===== config.mk =====
export PLATFORM = sky130hd
export DESIGN_NAME = atm_auth_ctrl
export DESIGN_NICKNAME = d
export VERILOG_FILES = /design/src/rtl/atm_auth_ctrl_pkg.sv /design/src/rtl/atm_auth_ctrl_timer.sv /design/src/rtl/atm_auth_ctrl.sv
export SDC_FILE = /design/constraint.sdc
export NUM_CORES = 1
export LEC_CHECK = 0
export ABC_CLOCK_PERIOD_IN_PS = 5900
export CAP_MARGIN = 5
export CORE_AREA = 3 3 65 67
export CTS_CLUSTER_SIZE = 24
export DETAILED_ROUTE_END_ITERATION = 10
export DIE_AREA = 0 0 68 70
export GPL_ROUTABILITY_DRIVEN = 0
export PLACE_DENSITY = 0.94
export SLEW_MARGIN = 20
export SYNTH_ARGS = -nofsm -noshare
export SYNTH_HDL_FRONTEND = slang
export SYNTH_SLANG_ARGS = --single-unit

===== constraint.sdc =====
create_clock -name clk -period 5.9 [get_ports clk]
set_input_delay 0.885 -clock clk [delete_from_list [all_inputs] [get_ports clk]]
set_output_delay 0.885 -clock clk [all_outputs]
set_load 0.02 [all_outputs]

===== src/rtl/atm_auth_ctrl_pkg.sv =====
// -----------------------------------------------------------------------------
// param : shared definitions for the ATM PIN authentication slice.
//
// Contents
//   auth_state_e      3-bit FSM state encoding, also exported on state_out
//   PASSWORD_SIZE     width of keypad / card-handler passwords
//   AUTH_MAX_TRIES    default failed attempts allowed before card retention
//   AUTH_TIMEOUT_CYC  default keypad inactivity limit in clk cycles
//   AUTH_TMR_W        default inactivity timer width
// -----------------------------------------------------------------------------
package param;

    localparam int PASSWORD_SIZE    = 16;
    localparam int AUTH_MAX_TRIES   = 3;
    localparam int AUTH_TIMEOUT_CYC = 1000;
    localparam int AUTH_TMR_W       = 10;

    // Encoding is visible on state_out, so the values are fixed.
    typedef enum logic [2:0] {
        ST_IDLE    = 3'd0,
        ST_WAIT_PW = 3'd1,
        ST_CHECK   = 3'd2,
        ST_SESSION = 3'd3,
        ST_RETAIN  = 3'd4
    } auth_state_e;

endpackage : param


===== src/rtl/atm_auth_ctrl_timer.sv =====
// -----------------------------------------------------------------------------
// atm_inactivity_timer : clear/enable up-counter with an expiry flag.
//
// Ports
//   clk      system clock, rising edge
//   rst_n    synchronous active-high reset (name kept from the codebase)
//   clr      force the count to zero on the next edge (wins over en)
//   en       advance the count by one on the next edge
//   expired  count has reached TIMEOUT_CYC-1
//
// The count saturates at its all-ones value and never wraps, so an
// enable held past expiry cannot re-arm the timer by rolling over.
// -----------------------------------------------------------------------------
module atm_inactivity_timer #(
    parameter int TIMEOUT_CYC = 1000,
    parameter int TMR_W       = 10
) (
    input  logic clk,
    input  logic rst_n,
    input  logic clr,
    input  logic en,
    output logic expired
);

    localparam logic [TMR_W-1:0] LAST_CNT = TMR_W'(TIMEOUT_CYC - 1);
    localparam logic [TMR_W-1:0] SAT_CNT  = {TMR_W{1'b1}};

    logic [TMR_W-1:0] count_r;

    // Inactivity counter: reset/clear to zero, saturating increment when enabled.
    always_ff @(posedge clk) begin
        if (rst_n) begin
            count_r <= {TMR_W{1'b0}};
        end else if (clr) begin
            count_r <= {TMR_W{1'b0}};
        end else if (en && (count_r != SAT_CNT)) begin
            count_r <= count_r + {{(TMR_W-1){1'b0}}, 1'b1};
        end else begin
            count_r <= count_r;
        end
    end

    assign expired = (count_r == LAST_CNT);

endmodule : atm_inactivity_timer


===== src/rtl/atm_auth_ctrl.sv =====
// -----------------------------------------------------------------------------
// atm_auth_ctrl : PIN authentication sequencer between card insertion and
// the transaction menu.
//
// Ports
//   clk, rst_n        clock and synchronous active-high reset (rst_n=1 resets)
//   start             card accepted; honoured in IDLE only
//   enter             keypad enter strobe, samples input_password
//   cancel            customer cancel
//   end_session       main FSM finished the transaction
//   input_password    keypad value
//   stored_password   card handler's password, qualified by stored_valid
//   busy              state != IDLE
//   auth_ok           level, high while in SESSION
//   wrong_pw          pulse: mismatch with tries remaining
//   card_retain       pulse: last try failed
//   abort             pulse: cancel accepted
//   timeout           pulse: inactivity expiry
//   tries_left        remaining attempts
//   state_out         encoded state (IDLE=0 WAIT_PW=1 CHECK=2 SESSION=3 RETAIN=4)
//
// Every output is a register updated on the same edge as the state.
// -----------------------------------------------------------------------------
module atm_auth_ctrl
    import param::auth_state_e, param::ST_IDLE, param::ST_WAIT_PW,
           param::ST_CHECK, param::ST_SESSION, param::ST_RETAIN;
#(
    parameter int PASSWORD_SIZE = param::PASSWORD_SIZE,
    parameter int MAX_TRIES     = param::AUTH_MAX_TRIES,
    parameter int TIMEOUT_CYC   = param::AUTH_TIMEOUT_CYC,
    parameter int TMR_W         = param::AUTH_TMR_W
) (
    input  logic                     clk,
    input  logic                     rst_n,
    input  logic                     start,
    input  logic                     enter,
    input  logic                     cancel,
    input  logic                     end_session,
    input  logic [PASSWORD_SIZE-1:0] input_password,
    input  logic [PASSWORD_SIZE-1:0] stored_password,
    input  logic                     stored_valid,
    output logic                     busy,
    output logic                     auth_ok,
    output logic                     wrong_pw,
    output logic                     card_retain,
    output logic                     abort,
    output logic                     timeout,
    output logic [2:0]               tries_left,
    output logic [2:0]               state_out
);

    localparam logic [2:0] TRIES_INIT = 3'(MAX_TRIES);

    auth_state_e              state_r;
    logic [PASSWORD_SIZE-1:0] captured_pw_r;
    logic [2:0]               tries_r;
    logic                     busy_r;
    logic                     auth_ok_r;
    logic                     wrong_pw_r;
    logic                     card_retain_r;
    logic                     abort_r;
    logic                     timeout_r;

    logic                     tmr_clr_s;
    logic                     tmr_en_s;
    logic                     tmr_expired_s;

    atm_inactivity_timer #(
        .TIMEOUT_CYC (TIMEOUT_CYC),
        .TMR_W       (TMR_W)
    ) u_timer (
        .clk     (clk),
        .rst_n   (rst_n),
        .clr     (tmr_clr_s),
        .en      (tmr_en_s),
        .expired (tmr_expired_s)
    );

    // Timer control: counts only while waiting for keypad activity; any
    // event that leaves or re-arms the waiting state clears it.
    always_comb begin
        tmr_clr_s = 1'b1;
        tmr_en_s  = 1'b0;
        case (state_r)
            ST_WAIT_PW: begin
                if (cancel || tmr_expired_s || enter) begin
                    tmr_clr_s = 1'b1;
                end else begin
                    tmr_clr_s = 1'b0;
                    tmr_en_s  = 1'b1;
                end
            end
            ST_SESSION: begin
                if (end_session || cancel || tmr_expired_s || enter) begin
                    tmr_clr_s = 1'b1;
                end else begin
                    tmr_clr_s = 1'b0;
                    tmr_en_s  = 1'b1;
                end
            end
            default: begin
                tmr_clr_s = 1'b1;
                tmr_en_s  = 1'b0;
            end
        endcase
    end

    // Authentication FSM with registered outputs; pulses default low each cycle.
    always_ff @(posedge clk) begin
        if (rst_n) begin
            state_r       <= ST_IDLE;
            captured_pw_r <= {PASSWORD_SIZE{1'b0}};
            tries_r       <= TRIES_INIT;
            busy_r        <= 1'b0;
            auth_ok_r     <= 1'b0;
            wrong_pw_r    <= 1'b0;
            card_retain_r <= 1'b0;
            abort_r       <= 1'b0;
            timeout_r     <= 1'b0;
        end else begin
            wrong_pw_r    <= 1'b0;
            card_retain_r <= 1'b0;
            abort_r       <= 1'b0;
            timeout_r     <= 1'b0;
            case (state_r)
                ST_IDLE: begin
                    auth_ok_r <= 1'b0;
                    if (start) begin
                        state_r <= ST_WAIT_PW;
                        busy_r  <= 1'b1;
                        tries_r <= TRIES_INIT;
                    end else begin
                        busy_r  <= 1'b0;
                    end
                end
                ST_WAIT_PW: begin
                    if (cancel) begin
                        state_r <= ST_IDLE;
                        busy_r  <= 1'b0;
                        abort_r <= 1'b1;
                    end else if (tmr_expired_s) begin
                        state_r   <= ST_IDLE;
                        busy_r    <= 1'b0;
                        timeout_r <= 1'b1;
                    end else if (enter) begin
                        state_r       <= ST_CHECK;
                        captured_pw_r <= input_password;
                    end else begin
                        state_r <= ST_WAIT_PW;
                    end
                end
                ST_CHECK: begin
                    // cancel is checked first so a late stored_valid cannot grant access
                    if (cancel) begin
                        state_r <= ST_IDLE;
                        busy_r  <= 1'b0;
                        abort_r <= 1'b1;
                    end else if (stored_valid) begin
                        if (captured_pw_r == stored_password) begin
                            state_r   <= ST_SESSION;
                            auth_ok_r <= 1'b1;
                        end else if (tries_r > 3'd1) begin
                            state_r    <= ST_WAIT_PW;
                            tries_r    <= tries_r - 3'd1;
                            wrong_pw_r <= 1'b1;
                        end else begin
                            state_r       <= ST_RETAIN;
                            tries_r       <= 3'd0;
                            card_retain_r <= 1'b1;
                        end
                    end else begin
                        state_r <= ST_CHECK;
                    end
                end
                ST_SESSION: begin
                    if (end_session) begin
                        state_r   <= ST_IDLE;
                        busy_r    <= 1'b0;
                        auth_ok_r <= 1'b0;
                    end else if (cancel) begin
                        state_r   <= ST_IDLE;
                        busy_r    <= 1'b0;
                        auth_ok_r <= 1'b0;
                        abort_r   <= 1'b1;
                    end else if (tmr_expired_s) begin
                        state_r   <= ST_IDLE;
                        busy_r    <= 1'b0;
                        auth_ok_r <= 1'b0;
                        timeout_r <= 1'b1;
                    end else begin
                        state_r <= ST_SESSION;
                    end
                end
                ST_RETAIN: begin
                    state_r   <= ST_IDLE;
                    busy_r    <= 1'b0;
                    auth_ok_r <= 1'b0;
                    tries_r   <= TRIES_INIT;
                end
                default: begin
                    state_r   <= ST_IDLE;
                    busy_r    <= 1'b0;
                    auth_ok_r <= 1'b0;
                    tries_r   <= TRIES_INIT;
                end
            endcase
        end
    end

    assign busy        = busy_r;
    assign auth_ok     = auth_ok_r;
    assign wrong_pw    = wrong_pw_r;
    assign card_retain = card_retain_r;
    assign abort       = abort_r;
    assign timeout     = timeout_r;
    assign tries_left  = tries_r;
    assign state_out   = state_r;

endmodule : atm_auth_ctrl


==> results of run 1 <==
## report_power, final
part / switching (W) / total, W / internal, W
clock: 0.0000903 / 0.000226 / 0.000135
sequential: 0.00000472 / 0.000266 / 0.000261
combinational: 0.0000306 / 0.0000733 / 0.0000427
total: 0.000126 / 0.000565 / 0.000439
## cell families (layout without fill, tap and decap cells)
| logic type | Yosys count | after routing | synth area share |
|---|---|---|---|
| AND/OR/NAND/NOR | 88 | 88 | 0.2451 |
| flip-flops | 38 | 38 | 0.3963 |
| AO/OA/AOI/OAI | 35 | 35 | 0.1206 |
| XOR/XNOR | 19 | 19 | 0.08670 |
| multiplexers | 18 | 18 | 0.09387 |
| buffers and inverters | 18 | 67 | 0.03782 |
| adder cells (fa/ha/maj) | 3 | 3 | 0.01956 |
## synthesized netlist by cell type, drive strengths merged (4+ instances only)
library cell,n
inv,7
o21ai,7
dfxtp,38
or4,6
nand2,13
or3,5
buf,4
xnor2,19
a21oi,12
nor3,7
nor2,31
mux2i,18
clkbuf,5
nand4,9
## worst reg2reg max path, delay by kind of cell, from the launching register on
kind / cells / cell delay [ps]
AO/OA/AOI/OAI: 1 / 140
flip-flops: 1 / 480
AND/OR/NAND/NOR: 4 / 1480
## worst min path at each step
stage | endpoint | depth (start not counted)
after floorplan | u_timer.count_r[9] | 2
after global placement | tries_left[2] | 2
after detailed placement | u_timer.count_r[1] | 2
after CTS | u_timer.count_r[1] | 2
after global routing | u_timer.count_r[1] | 2
final | tries_left[2] | 2
## cell usage in the layout (no fill, tap or decap), types with 3 or more instances in the layout
cell type / netlist / routed
or4_1: 5 / 5
dfxtp_1: 38 / 38
inv_1: 7 / 7
o21ai_0: 7 / 7
ha_1: 3 / 3
nand4_1: 8 / 8
clkbuf_8: 0 / 6
mux2i_1: 18 / 18
or3_1: 5 / 5
a21oi_1: 12 / 12
clkdlybuf4s50_1: 0 / 50
nor3_1: 7 / 7
nor2_1: 31 / 31
a211oi_1: 3 / 3
nand3_1: 3 / 3
nand2_1: 13 / 13
xnor2_1: 19 / 19
## sequential cells by signal (all words and copies together) (netlist names)
name and cells:
state_out 3, abort 1, busy 1, auth_ok 1
captured_pw_r 16, timeout 1, wrong_pw 1, tries_left 3
u_timer.count_r 10, card_retain 1
## routing by layer
metal | global-route usage | routed length, µm | vias up
li1 | - | - | 880
met1 | 0.2369 | 1894 | 802
met2 | 0.3308 | 2232 | 67
met3 | 0.05788 | 285 | 7
met4 | 0.08609 | 77 | 0
met5 | 0 | 0 | -
## layout make-up
| cell class | count | area share |
|---|---|---|
| repair buffers | 51 | 0.1995 |
| multi-input cells | 163 | 0.4234 |
| well taps | 48 | 0.02341 |
| clock inverters | 1 | 0.01171 |
| clock buffers | 6 | 0.03220 |
| flip-flops and latches | 38 | 0.2966 |
| inverters | 9 | 0.01317 |
## per-stage QoR
stage | cells | util
global route | 316 | 0.6954
floorplan | 219 | -
detailed placement | 308 | 0.6618
CTS | 315 | 0.6923
global placement | 308 | 0.6618
finish | 316 | 0.6954
==> qor.txt, run 1 <==
Status = complete, no violations
CTS tree = done
Clock latency on the worst-skew pair = 290 ps
Post-synthesis sequential area ratio = 0.3963
Routed Antenna Nets = 0
H-Tree Level Count = 2
Input/output buffers = 50
Post-synth top area share = 0.3963
CP Launch Type = input pin
Largest cells by area after synthesis = dfxtp_1 (40%), mux2i_1 (9.4%), xnor2_1 (8.7%)
Crit path largest cell delay = 840 ps
CP Depth = 6
Worst reg2reg endpoint = u_timer.count_r[9]
Hold_ws = 493.2 ps
Setup TNS = 0 ps
Final wirelength = 4.490 mm
Die Height = 70 µm
Slew margin rel. = 0.3522
Total of max-cap violations = 0
CTS clk-pin slew, worst paths = 70 ps
I/O pin total = 51
Die width = 68 µm
CTS Buf Count = 5
Slew @ Worst Pin = 968.7 ps
Hold Startpoint = tries_left[2]
Synth area leader = dfxtp_1
CP max-delay cell = o41ai_2
Drc violations = 0
Power per Cell Area = 220.2 nW/µm²
Vias in the first global route = 1656
Period utilization = 0.4631
R2R Setup Slk = 3730 ps
Pins Over Slew Limit = 0
Share of layout cells above drive strength 1 = 0.05224
Hold_buf cts = 0
Mapped Nets = 261
Post-route cell area = 2565 µm²
Register area = 760.7 µm²
Placed Area = 2441 µm²
Async SR Flop Fraction = 0
Initial Utilization = 0.5204
Vias/cell = 5.557
Area Growth Syn to Fin = 33.64%
RSZ-0062 raised after global routing = no
Gr usage total = 0.2011
RR Startpoint = state_out[0]
Final Hold Vio Count = 0
Crit Path Max Fanout = 8
Root Buffer = clkbuf_8
Hold Path Class = flop to flop
Detailed Routing Iterations Pass 1 = 4
Min cycle time layout = 2732 ps
# setup viols final = 0
First-pass GRT wire length = 7.376 mm
Layout fillers = 312
CP Capture Type = flop
WP data required = 6040 ps
Peak supply drop = 0.1629 mV
Setup Buffers After CTS = 0
Buf/Inv on CP = 1
Post-Synthesis Cells = 219
Multi-input combinational cell area = 1086 µm²
Crit path launch = stored_password[8]
Overall power = 0.0005648 W
Number of enable flip-flop cells after synthesis = 0
Drt wl/cell = 14.21 µm
Largest net degree at the start of global routing = 26
Initial antenna violation count = 0
DP Worst Slack = 2569 ps
Top FF cell, synth = dfxtp_1
Syn_area_per_cell = 8.764 µm²
Core area = 3689 µm²
Clock sink count = 38
Worst Skew = 8.386 ps
R2R cell count = 5
Yosys reg bits = 38
Via count = 1756
Number of diodes = 0
DP HPWL = 3.441 mm
CP top delay family = compound AO/OA/AOI/OAI gates
Arr. time, crit path = 2870 ps
Max Fclk = 0.3660 GHz
Starting DRT DRC Count = 195
# rows = 22
Net count, final = 310
Netlist cell types = 41
Ys Warns = 0
Die area = 4760 µm²
Leakage = 0.9502 nW
Resize count post-CTS = 0
Setup slack after layout = 3168 ps
CP Cell Sequence = clkdlybuf4s50_1 > xnor2_1 > nand4_1 > o41ai_2 > mux2i_1 > a21oi_1
Worst Setup EP = tries_left[2]
Clock tree buffer depth = 2
Cell area after synthesis = 1919 µm²
Worst Setup Path Type = input pin to flop
Grt ovf = 0
(Power assumes the default switching activity.)
==> run 2: changes to the inputs <==
--- a/config.mk
+++ b/config.mk
@@ -5,14 +5,14 @@
 export SDC_FILE = /design/constraint.sdc
 export NUM_CORES = 1
 export LEC_CHECK = 0
-export ABC_CLOCK_PERIOD_IN_PS = 5900
+export ABC_CLOCK_PERIOD_IN_PS = 2300
 export CAP_MARGIN = 5
-export CORE_AREA = 3 3 65 67
+export CORE_AREA = 3 3 71 73
 export CTS_CLUSTER_SIZE = 24
 export DETAILED_ROUTE_END_ITERATION = 10
-export DIE_AREA = 0 0 68 70
+export DIE_AREA = 0 0 74 76
 export GPL_ROUTABILITY_DRIVEN = 0
-export PLACE_DENSITY = 0.94
+export PLACE_DENSITY = 0.85
 export SLEW_MARGIN = 20
 export SYNTH_ARGS = -nofsm -noshare
 export SYNTH_HDL_FRONTEND = slang
==> constraint.sdc (replaced) <==
create_clock -name clk -period 2.3 [get_ports clk]
set_input_delay 0.345 -clock clk [delete_from_list [all_inputs] [get_ports clk]]
set_output_delay 0.345 -clock clk [all_outputs]
set_load 0.02 [all_outputs]
==> qor.txt, run 2 (same netlist as run 1, synthesis figures left out) <==
Min cycle time layout = 2113 ps
Total of max-cap violations = 0 (unchanged)
Net count, final = 319 (+2.9%)
Worst Skew = 11.17 ps (+2.784 ps)
Most common cell after layout, fill and taps aside = clkdlybuf4s50_1
Largest regs = captured_pw_r: 16 flops, u_timer.count_r: 10 flops
RSZ-0062 raised after global routing = no
Setup slack after layout = 186.7 ps (-2981 ps)
Worst Setup EP = u_timer.count_r[9]
DP HPWL = 3.382 mm (-1.7%)
Input/output buffers = 50 (unchanged)
Global-route layer with the greatest usage = met2
Final wirelength = 4.505 mm (+0.33%)
Final Hold Vio Count = 0 (unchanged)
Placed Area = 2534 µm² (+3.8%)
Logic gate share of total power = 0.146 (+0.016)
Setup Buffers After CTS = 0 (unchanged)
R2R Setup Slk = 190 ps (-3540 ps)
Register with the most flip-flops = captured_pw_r
Via count = 1755 (-0.057%)
CP max-delay cell = or4_1
Leakage = 0.9871 nW (+3.9%)
CP Launch Type = flop
Arr. time, crit path = 2340 ps (-530 ps)
Most frequent cells in the layout = clkdlybuf4s50_1 (50), dfxtp_1 (38), nor2_1 (31), xnor2_1 (19), mux2i_1 (18)
Worst Setup Path Type = flop to flop
Share of layout cells above drive strength 1 = 0.08633 (+0.03409)
Overall power = 0.001359 W (+140%)
Number of diodes = 0 (unchanged)
Hold Path Class = flop to flop
Status = complete, no violations
Peak supply drop = 0.2890 mV (+77%)
Clock latency on the worst-skew pair = 290 ps (about the same)
Crit path largest cell delay = 580 ps (-260 ps)
Seq pwr share = 0.501 (+0.030)
Clock sink count = 38 (unchanged)
Vias/cell = 5.318 (-4.3%)
Routed Antenna Nets = 0 (unchanged)
Initial Utilization = 0.4348 (-0.08555)
WP data required = 2520 ps (-3520 ps)
Max Fclk = 0.4732 GHz
Detailed Routing Iterations Pass 1 = 4 (unchanged)
Power per Cell Area = 517.1 nW/µm² (+130%)
CTS tree = done
Largest net degree at the start of global routing = 25 (-3.8%)
Post-route cell area = 2629 µm² (+2.5%)
Switching Share = 0.2432 (+0.02069)
Met2 usage = 0.2651 (-0.06576)
Starting DRT DRC Count = 244 (+25%)
Final core utilization = 0.5955 (-0.09986)
# rows = 24 (+9.1%)
CP Capture Type = flop
DP Worst Slack = 12.24 ps (-2557 ps)
Root Buffer = clkbuf_8
Area Growth Syn to Fin = 36.96%
Number of flip-flops in the largest register = 16 (unchanged)
CP most frequent cell = or4_1
Worst reg2reg endpoint = u_timer.count_r[9]
Slew margin rel. = 0.6412 (+0.2890)
NetSw = 0.0003306 W (+160%)
CTS Buf Count = 5 (unchanged)
Grt ovf = 0 (unchanged)
H-Tree Level Count = 2 (unchanged)
Period utilization = 0.9188
Clock tree buffer depth = 2 (unchanged)
Gr usage total = 0.1703 (-0.03075)
Met1 usage = 0.2235 (-0.01338)
Hold_buf cts = 0 (unchanged)
Clock power frac = 0.353 (-0.046)
CTS clk-pin slew, worst paths = 80 ps (about the same)
First-pass GRT wire length = 7.652 mm (+3.7%)
Core area = 4414 µm² (+20%)
Crit Path Max Fanout = 9 (+1)
Die width = 74 µm (+8.8%)
Drt wl/cell = 13.65 µm (-3.9%)
Vias in the first global route = 1683 (+1.6%)
Pins Over Slew Limit = 0 (unchanged)
P_int = 0.001029 W (+130%)
RR Startpoint = state_out[0]
Die area = 5624 µm² (+18%)
Setup TNS = 0 ps (unchanged)
I/O pin total = 51 (unchanged)
Grt met3 use = 0.04617 (-0.01170)
Initial antenna violation count = 0 (unchanged)
Slew @ Worst Pin = 535.0 ps (-433.7 ps)
Crit path launch = state_out[0]
Drc violations = 0 (unchanged)
Die Height = 76 µm (+8.6%)
CP Cell Sequence = and2b_4 > nand4_4 > or4_1 > or4_1 > a21oi_1
Resize count post-CTS = 0 (unchanged)
R2R cell count = 5 (unchanged)
# setup viols final = 0 (unchanged)
[run 2: power by group through the flow]
stage | combinational (W) | sequential (W) | clock, W
floorplan | 0.0000865 | 0.000700 | 0
global placement | 0.000195 | 0.000696 | 0
detailed placement | 0.000198 | 0.000697 | 0
CTS | 0.000199 | 0.000681 | 0.000493
global route | 0.000216 | 0.000684 | 0.000519
finish | 0.000198 | 0.000681 | 0.000480
[run 2: how the worst min path moves through the flow]
stage                       start            endpoint  slack (ps)  cells past startpoint
6_report            tries_left[2]       tries_left[2]         500                      2
5_1_grt        u_timer.count_r[9]  u_timer.count_r[9]         540                      2
4_1_cts             tries_left[2]       tries_left[2]         500                      2
3_5_place_dp        tries_left[2]       tries_left[2]         490                      2
3_3_place_gp        tries_left[2]       tries_left[2]         480                      2
2_1_floorplan              cancel             timeout         420                      1
[run 2: per-stage QoR]
| stage | cells | hold slack (ps) |
|---|---|---|
| after CTS | 330 | 500.9 |
| final | 330 | 497.9 |
| after global routing | 330 | 540.7 |
| after detailed placement | 322 | 488.7 |
| after global placement | 322 | 483.3 |
| after floorplan | 219 | 420.5 |
[run 2: worst max-delay path, delay by kind of cell, from the launching register on]
| kind | cells | cell delay [ps] |
|---|---|---|
| simple gates | 4 | 1400 |
| flops | 1 | 490 |
| compound gates | 1 | 160 |
[run 2: final cells by class]
type / count / area (µm²)
sequential: 38 / 760.7
clock inverter: 2 / 12.51
tap: 52 / 65.06
inverter: 9 / 33.78
multi-input combinational: 163 / 1086
fill: 372 / 1785
clock buffer: 6 / 82.58
timing repair buffer: 60 / 588.1
[run 2: metal layers]
| metal | vias up | part of all wire |
|---|---|---|
| met5 | - | 0 |
| met4 | 0 | 0.020 |
| met3 | 10 | 0.056 |
| met2 | 59 | 0.48 |
| met1 | 793 | 0.44 |
| li1 | 893 | - |
